--- src/rtl/k_lsu_pkg.sv ---
// Shared types and helpers for the k_load_store_unit slice: access-size
// encodings, controller states, latched request payload and byte-lane mask.
package k_lsu_pkg;

    localparam logic [1:0] SZ_BYTE = 2'b00;
    localparam logic [1:0] SZ_HALF = 2'b01;
    localparam logic [1:0] SZ_WORD = 2'b10;
    localparam logic [1:0] SZ_ILL  = 2'b11;

    typedef enum logic [2:0] {
        ST_IDLE,
        ST_CHECK,
        ST_ACCESS,
        ST_READ,
        ST_WRITE,
        ST_RESP
    } lsu_state_e;

    typedef struct packed {
        logic        write;
        logic [1:0]  size;
        logic        uns;
        logic [31:0] addr;
        logic [31:0] wdata;
    } lsu_req_t;

    // Byte lanes touched by an access of the given size at byte offset off.
    function automatic logic [3:0] lane_mask(input logic [1:0] size, input logic [1:0] off);
        logic [3:0] m;
        case (size)
            SZ_BYTE: m = 4'b0001 << off;
            SZ_HALF: m = 4'b0011 << {off[1], 1'b0};
            default: m = 4'b1111;
        endcase
        return m;
    endfunction

endpackage

--- src/rtl/k_lsu_lane_mux.sv ---
// Byte-lane steering: extracts and extends load data from a memory word and
// merges right-justified store data into the addressed lanes of a word.
module k_lsu_lane_mux
    import k_lsu_pkg::*;
(
    input  logic [1:0]  off,
    input  logic [1:0]  size,
    input  logic        is_unsigned,
    input  logic [31:0] rdata,
    input  logic [31:0] wdata,
    output logic [31:0] load_data_c,
    output logic [31:0] merge_data_c
);

    logic [15:0] lane_c;
    logic [31:0] wrep_c;
    logic [3:0]  mask_c;

    // Load path: shift the addressed lanes down, then extend.
    always_comb begin
        lane_c      = 16'(rdata >> {off, 3'b000});
        load_data_c = rdata;
        case (size)
            SZ_BYTE: load_data_c = is_unsigned ? {24'h0, lane_c[7:0]}
                                               : {{24{lane_c[7]}}, lane_c[7:0]};
            SZ_HALF: load_data_c = is_unsigned ? {16'h0, lane_c}
                                               : {{16{lane_c[15]}}, lane_c};
            default: load_data_c = rdata;
        endcase
    end

    // Store path: replicate store data across lanes, keep unaddressed lanes.
    always_comb begin
        mask_c       = lane_mask(size, off);
        merge_data_c = rdata;
        case (size)
            SZ_BYTE: wrep_c = {4{wdata[7:0]}};
            SZ_HALF: wrep_c = {2{wdata[15:0]}};
            default: wrep_c = wdata;
        endcase
        for (int k = 0; k < 4; k++) begin
            if (mask_c[k]) begin
                merge_data_c[8*k +: 8] = wrep_c[8*k +: 8];
            end
        end
    end

endmodule

--- src/rtl/k_load_store_unit.sv ---
// Load/store unit: byte/half/word accesses onto a word-wide memory with a
// combinational read port; sub-word stores are read-modify-write.
// Optional macro LSU_ALIGN_CHECK_EN enables misalignment errors; without it,
// low address bits are forced to the access alignment.
module k_load_store_unit
    import k_lsu_pkg::*;
#(
    parameter int unsigned ADDR_W = 8
) (
    input  logic              K_clk,
    input  logic              K_rst_n,
    input  logic              K_req_valid,
    output logic              K_req_ready,
    input  logic              K_req_write,
    input  logic [1:0]        K_req_size,
    input  logic              K_req_unsigned,
    input  logic [31:0]       K_req_addr,
    input  logic [31:0]       K_req_wdata,
    output logic              K_rsp_valid,
    output logic [31:0]       K_rsp_rdata,
    output logic              K_rsp_err,
    output logic [ADDR_W-1:0] K_mem_addr,
    output logic              K_mem_we,
    output logic [31:0]       K_mem_wdata,
    input  logic [31:0]       K_mem_rdata
);

    lsu_state_e        state_q, state_d;
    lsu_req_t          req_q, req_d;
    logic              ready_d, rsp_valid_d, rsp_err_d, mem_we_d;
    logic [31:0]       rsp_rdata_d, mem_wdata_d;
    logic [ADDR_W-1:0] mem_addr_d;
    logic [1:0]        off_c;
    logic              req_err_c;
    logic [31:0]       load_data_c, merge_data_c;
    logic              unused_addr_bits;

    // Word index is taken straight from the request; only the byte offset is kept here.
    assign unused_addr_bits = ^req_q.addr[31:2];

    // Effective byte offset and error flag for the latched request.
    always_comb begin
        off_c     = req_q.addr[1:0];
        req_err_c = (req_q.size == SZ_ILL);
`ifdef LSU_ALIGN_CHECK_EN
        if (req_q.size == SZ_HALF && req_q.addr[0]) begin
            req_err_c = 1'b1;
        end
        if (req_q.size == SZ_WORD && req_q.addr[1:0] != 2'b00) begin
            req_err_c = 1'b1;
        end
`else
        if (req_q.size == SZ_HALF) begin
            off_c[0] = 1'b0;
        end
        if (req_q.size == SZ_WORD) begin
            off_c = 2'b00;
        end
`endif
    end

    k_lsu_lane_mux u_lane_mux (
        .off          (off_c),
        .size         (req_q.size),
        .is_unsigned  (req_q.uns),
        .rdata        (K_mem_rdata),
        .wdata        (req_q.wdata),
        .load_data_c  (load_data_c),
        .merge_data_c (merge_data_c)
    );

    always_ff @(posedge K_clk) begin
        if (!K_rst_n) begin
            state_q     <= ST_IDLE;
            req_q       <= '0;
            K_req_ready <= 1'b1;
            K_rsp_valid <= 1'b0;
            K_rsp_rdata <= 32'h0;
            K_rsp_err   <= 1'b0;
            K_mem_we    <= 1'b0;
            K_mem_addr  <= '0;
            K_mem_wdata <= 32'h0;
        end else begin
            state_q     <= state_d;
            req_q       <= req_d;
            K_req_ready <= ready_d;
            K_rsp_valid <= rsp_valid_d;
            K_rsp_rdata <= rsp_rdata_d;
            K_rsp_err   <= rsp_err_d;
            K_mem_we    <= mem_we_d;
            K_mem_addr  <= mem_addr_d;
            K_mem_wdata <= mem_wdata_d;
        end
    end

    // Outputs are computed for the state being entered so they line up with it.
    always_comb begin
        state_d     = state_q;
        req_d       = req_q;
        ready_d     = 1'b0;
        rsp_valid_d = 1'b0;
        rsp_rdata_d = 32'h0;
        rsp_err_d   = 1'b0;
        mem_we_d    = 1'b0;
        mem_addr_d  = K_mem_addr;
        mem_wdata_d = K_mem_wdata;
        case (state_q)
            ST_IDLE: begin
                if (K_req_valid) begin
                    req_d = '{write: K_req_write, size: K_req_size, uns: K_req_unsigned,
                              addr: K_req_addr, wdata: K_req_wdata};
                    mem_addr_d = K_req_addr[ADDR_W+1:2];
                    state_d    = ST_CHECK;
                end else begin
                    ready_d = 1'b1;
                end
            end
            ST_CHECK: begin
                if (req_err_c) begin
                    state_d     = ST_RESP;
                    rsp_valid_d = 1'b1;
                    rsp_err_d   = 1'b1;
                end else if (!req_q.write || req_q.size == SZ_WORD) begin
                    state_d = ST_ACCESS;
                    if (req_q.write) begin
                        mem_we_d    = 1'b1;
                        mem_wdata_d = req_q.wdata;
                    end
                end else begin
                    state_d = ST_READ;
                end
            end
            ST_ACCESS: begin
                state_d     = ST_RESP;
                rsp_valid_d = 1'b1;
                if (!req_q.write) begin
                    rsp_rdata_d = load_data_c;
                end
            end
            ST_READ: begin
                state_d     = ST_WRITE;
                mem_we_d    = 1'b1;
                mem_wdata_d = merge_data_c;
            end
            ST_WRITE: begin
                state_d     = ST_RESP;
                rsp_valid_d = 1'b1;
            end
            ST_RESP: begin
                state_d = ST_IDLE;
                ready_d = 1'b1;
            end
            default: begin
                state_d = ST_IDLE;
                ready_d = 1'b1;
            end
        endcase
    end

endmodule

--- config.mk ---
export PLATFORM = sky130hd
export DESIGN_NAME = k_load_store_unit
export DESIGN_NICKNAME = d
export VERILOG_FILES = /design/src/rtl/k_lsu_pkg.sv /design/src/rtl/k_lsu_lane_mux.sv /design/src/rtl/k_load_store_unit.sv
export SDC_FILE = /design/constraint.sdc
export NUM_CORES = 1
export LEC_CHECK = 0
export BUFFER_PORTS_ARGS = -buffer_cell sky130_fd_sc_hd__buf_2
export CAP_MARGIN = 40
export CORE_AREA = 2 2 146 91
export CTS_BUF_LIST = sky130_fd_sc_hd__clkbuf_16
export DETAILED_ROUTE_END_ITERATION = 10
export DIE_AREA = 0 0 148 93
export PLACE_DENSITY_LB_ADDON = 0.15
export SLEW_MARGIN = 30
export SYNTH_ARGS = -nofsm -noshare
export SYNTH_HDL_FRONTEND = slang
export SYNTH_HIERARCHICAL = 1
export SYNTH_SLANG_ARGS = --single-unit
--- constraint.sdc ---
create_clock -name K_clk -period 2.7 [get_ports K_clk]
set_clock_uncertainty 0.05 [all_clocks]
set_input_delay 0.54 -clock K_clk [delete_from_list [all_inputs] [get_ports K_clk]]
set_output_delay 0.54 -clock K_clk [all_outputs]
set_load 0.02 [all_outputs]
# Word-level counts from Yosys, hierarchy flattened
# Index checks and enable logic that the tools add are counted.
# classes
shifts	3
n_eq_ne	11
mux	27
reduce_logical	11
bitwise_logic	2
# ops
op	n
$pmux 32 s2	3
$mux 32	5
$mux 8	4
$shr 32x5->16	1
$pmux 3 s4	1
$ne 2x2->1 const B	4
$pmux 4 s2	1
$mux 1	7
$eq 3x2->1 const B	2
$mux 3	2
$pmux 1 s2	3
$eq 2x2->1 const B	2
$reduce_and 2->1	2
$reduce_and 4->1	1
$reduce_or 4->1	1
$shl 1x2->4 const A	1
$shl 2x2->4 const A	1
$eq 3x1->1 const B	1
$eq 3x3->1 const B	1
$logic_not 3->1	1
$reduce_or 3->1	1
$eq 2x1->1 const B	1
$logic_not 2->1	1
$mux 2	1
other kinds (5)	6
# totals
input_bits	103
elab_cells	67
regBits	117

# Longest topological paths before layout
# depth
depth_word	7
ltp_mapped	9

# By module
# The synthesis kept the hierarchy.
# modules_own_cells
module	seq_area_each_um2	area_each_um2	instances	cells_per_inst
k_load_store_unit	2342.2	4800.9	1	493
k_lsu_lane_mux	0.0	1676.6	1	204

# Worst setup path before layout
# Ideal clock, no wire load.
# synth_timing
path_type	flip-flop to flip-flop
from	reg req_q[66] (netlist bit)
to	reg K_mem_wdata[24]
path_stages_with_launch	10
required_time_ns	2.528
slack_ns	0.503
setup_time_ns	0.122
t_arrival_ns	2.026
path_cell_list	dfxtp_1 or2_2 a21boi_0 buf_6 or2_4 a21o_1 buf_6 mux2_2 and2_1 a221o_1
# synth_via
elab_chain_cells	7
elab_cells_between_ends	16
cone_classes	eq/ne (5); shift (2); mux (6); reduce/logical (3)
# synth_rtl
item	line	source
from (decl)	k_load_store_unit.sv:29	lsu_req_t req_q, req_d;
from (signal assigned)	k_load_store_unit.sv:85	req_q <= req_d;
$eq 2x1->1	k_load_store_unit.sv:53	if (req_q.size == SZ_HALF) begin
$mux 1	k_load_store_unit.sv:53	
$mux 2 *	k_load_store_unit.sv:56	if (req_q.size == SZ_WORD) begin
via off_c[0]	k_load_store_unit.sv:33	logic [1:0] off_c;
$shl 1x2->4 *	k_lsu_pkg.sv:31	SZ_BYTE: m = 4'b0001 << off;
$pmux 4 s2 *	k_lsu_pkg.sv:30	case (size)
$mux 8 *	k_lsu_lane_mux.sv:42	if (mask_c[k]) begin
via merge_data_c[24]	k_load_store_unit.sv:35	logic [31:0] load_data_c, merge_data_c;
$pmux 32 s2 *	k_load_store_unit.sv:107	case (state_q)
to (signal assigned)	k_load_store_unit.sv:92	K_mem_wdata <= mem_wdata_d;
to (decl)	k_load_store_unit.sv:24	output logic [31:0] K_mem_wdata,
# Mark *: on every way through the listed nets, which the timed path passes. The rest lies on a longest branch.
# A chain may end at the register's enable or synchronous reset.

# Worst setup path after layout
# layout_timing
from	reg req_q[66] (netlist bit)
to	reg K_mem_wdata[29]
# Same word-level chain as after synthesis.

==> run metrics <==
status finished clean; die extent in y 93 µm; core area 12500 µm²; cts hold-fix bufs 0; Setup-failing EPs final 0; grt total ovfl 0; final layout net count 930; PnR worst setup slack 0.200 ns; Worst Path Arrival 2.75 ns; Reg clk slew, reported paths 0.05 ns; share of layout cells above drive strength 1 33.3%; DRT Wirelength 20.2 mm; Seq cells post-synth 117; Clock Latency Late Sink 0.41 ns; highest net fanout along the worst path 8; initial core utilization 51.9%; synthesized cell area 6480 µm²; die area 13800 µm²; Port Buf Inserts 156; clk buf depth 2; vias 6039; Max Cap Viol 0; vias in the first global route 5639; Placer Congestion 0.895; drt first-iter violations 567; Fmax 400 MHz; HP Class in -> reg; peak supply drop 0.000442 V; Clock Tree Root clkbuf_16; critical path class reg -> reg; Critical Path Sink Type flip-flop; drc violations 0; EDFF count, synth 0; post-place setup slack 0.228 ns; RSZ-0062 raised after global routing false; post-route minimum period 2.50 ns; Mapped Cells 697; hpwl dp 14.1 mm; largest net degree at the start of global routing 68; clk sinks 117; Netlist cell types 54; Yosys Warn Count 6; final hold vios 0; slew margin rel. 57.8%; Pleak 3.42 nW; number of cell rows 32; ys async rst share 0%; # diodes 0; CTS H-Tree Depth 4; cts repair resizes 0; Mean Syn Cell Area 9.29 µm²; Layout Area Growth over Synthesis 20.5%; commonest non-fill, non-tap cell in the layout buf_2; detailed-router iteration count before antenna repair 5; data required time of the worst path 2.95 ns; Tot GR Track Use 29.6%; post-CTS repair timing setup buffer count 0; setup TNS 0 ns; post-synthesis sequential area ratio 36.2%; global-route wire length before repair 31.3 mm; most frequent cells in the layout buf_2, dfxtp_1, nand2_1; CP startpoint kind flip-flop; Final period util 92.6%; Die Wd 148 µm; drt via density 5.98; Power Density 672 nW/µm²; CTS buffer count 17; ANT nets after route 0; worst slew pin tran 0.632 ns; num ports 179; top_reg_cell synth dfxtp_1; Syn Nets 800; WL/cell 20.0 µm; final slew viol count 0; initial antenna violation count 1; TritonCTS clock tree yes; worst reg-to-reg setup slack 0.20 ns
-- Yosys cell counts (2+ instances only) --
cell | count | area share (%)
dfxtp_1 | 117 | 36
nand2_1 | 117 | 6.8
and2_1 | 65 | 6.3
mux2_2 | 54 | 9.4
a21boi_1 | 40 | 4.6
nor2b_1 | 36 | 3.5
a221o_1 | 32 | 4.9
a32o_1 | 32 | 4.9
clkbuf_1 | 26 | 1.5
mux2i_1 | 19 | 2.9
o21ai_0 | 16 | 1.2
buf_6 | 15 | 2.6
buf_2 | 13 | 1.0
inv_1 | 11 | 0.64
o31ai_1 | 9 | 1.0
a21boi_0 | 8 | 0.93
buf_4 | 8 | 0.93
o211a_1 | 8 | 1.2
o221ai_1 | 8 | 1.1
a22oi_1 | 6 | 0.70
o32ai_1 | 6 | 0.81
a21oi_1 | 4 | 0.31
nand2b_1 | 4 | 0.39
nand3b_1 | 3 | 0.35
nor3_1 | 3 | 0.23
or2_2 | 3 | 0.29
a21o_1 | 2 | 0.23
a22o_1 | 2 | 0.27
buf_1 | 2 | 0.12
nor2_1 | 2 | 0.12
nor3b_1 | 2 | 0.23
o21ai_2 | 2 | 0.27
-- critical path, cell delays in order (launching register included) --
cell and delay (ns):
dfxtp_1 0.35, or2_2 0.31, a21boi_2 0.34, or2_4 0.21, a21o_1 0.34, mux2_2 0.40, and2_1 0.14, a221o_1 0.25
-- kinds of logic (layout without fill, tap and decap cells) --
logic type	count (synthesis)	count (layout)	synth area share (%)
AOI/OAI and AO/OA	183	183	24.1
and+or+nand+nor	247	247	20.2
muxes	74	74	12.7
buffers and inverters	76	219	6.86
DFF	117	117	36.2
-- per-stage QoR --
step	area, µm²	util [%]	hold WS, ns	total power, W	std cells
after floorplan	6480	-	0.381	0.00278	697
after global placement	7230	57.9	0.389	0.00305	977
after detailed placement	7240	58.0	0.402	0.00309	978
after CTS	7800	62.5	0.306	0.00525	1010
after global routing	7800	62.5	0.313	0.00548	1010
final	7800	62.5	0.317	0.00524	1010
-- area by class of cell --
| type | instances | area (µm²) |
|---|---|---|
| Timing Repair Buffer | 175 | 940 |
| Tap cell | 170 | 213 |
| Multi-Input combinational cell | 504 | 3700 |
| Fill cell | 1119 | 4690 |
| Clock inverter | 15 | 139 |
| Sequential cell | 117 | 2340 |
| Clock buffer | 17 | 425 |
| Inverter | 12 | 45.0 |
-- power breakdown --
part | switching, W | internal, W
Combinational | 0.000636 | 0.000476
Clock | 0.000819 | 0.00134
Sequential | 0.000126 | 0.00184
-- state kept, by name, indices dropped and copies added, names as in the netlist --
signal and flops:
K_mem_addr 8, req_q 38, K_mem_wdata 32, K_rsp_rdata 32
K_rsp_err 1, K_mem_we 1, K_req_ready 1, state_q 3
K_rsp_valid 1
-- layer usage --
metal / track usage (%) / wire length [µm] / vias up
met1: 42.6 / 8940 / 2919
li1: - / - / 2783
met2: 43.6 / 8720 / 303
met5: 0 / 9 / -
met4: 8.02 / 353 / 2
met3: 7.95 / 2150 / 32
-- worst paths after layout --
| kind | from | end | cells after the start |
|---|---|---|---|
| worst max-delay path | req_q[66] | K_mem_wdata[29] | 7 |
| worst min-delay path | K_req_addr[0] | req_q[32] | 3 |
| worst max register to register | req_q[66] | K_mem_wdata[29] | 7 |
| worst min register to register | K_mem_addr[7] | K_mem_addr[7] | 2 |
No activity file was read; power rests on OpenSTA's default activity.
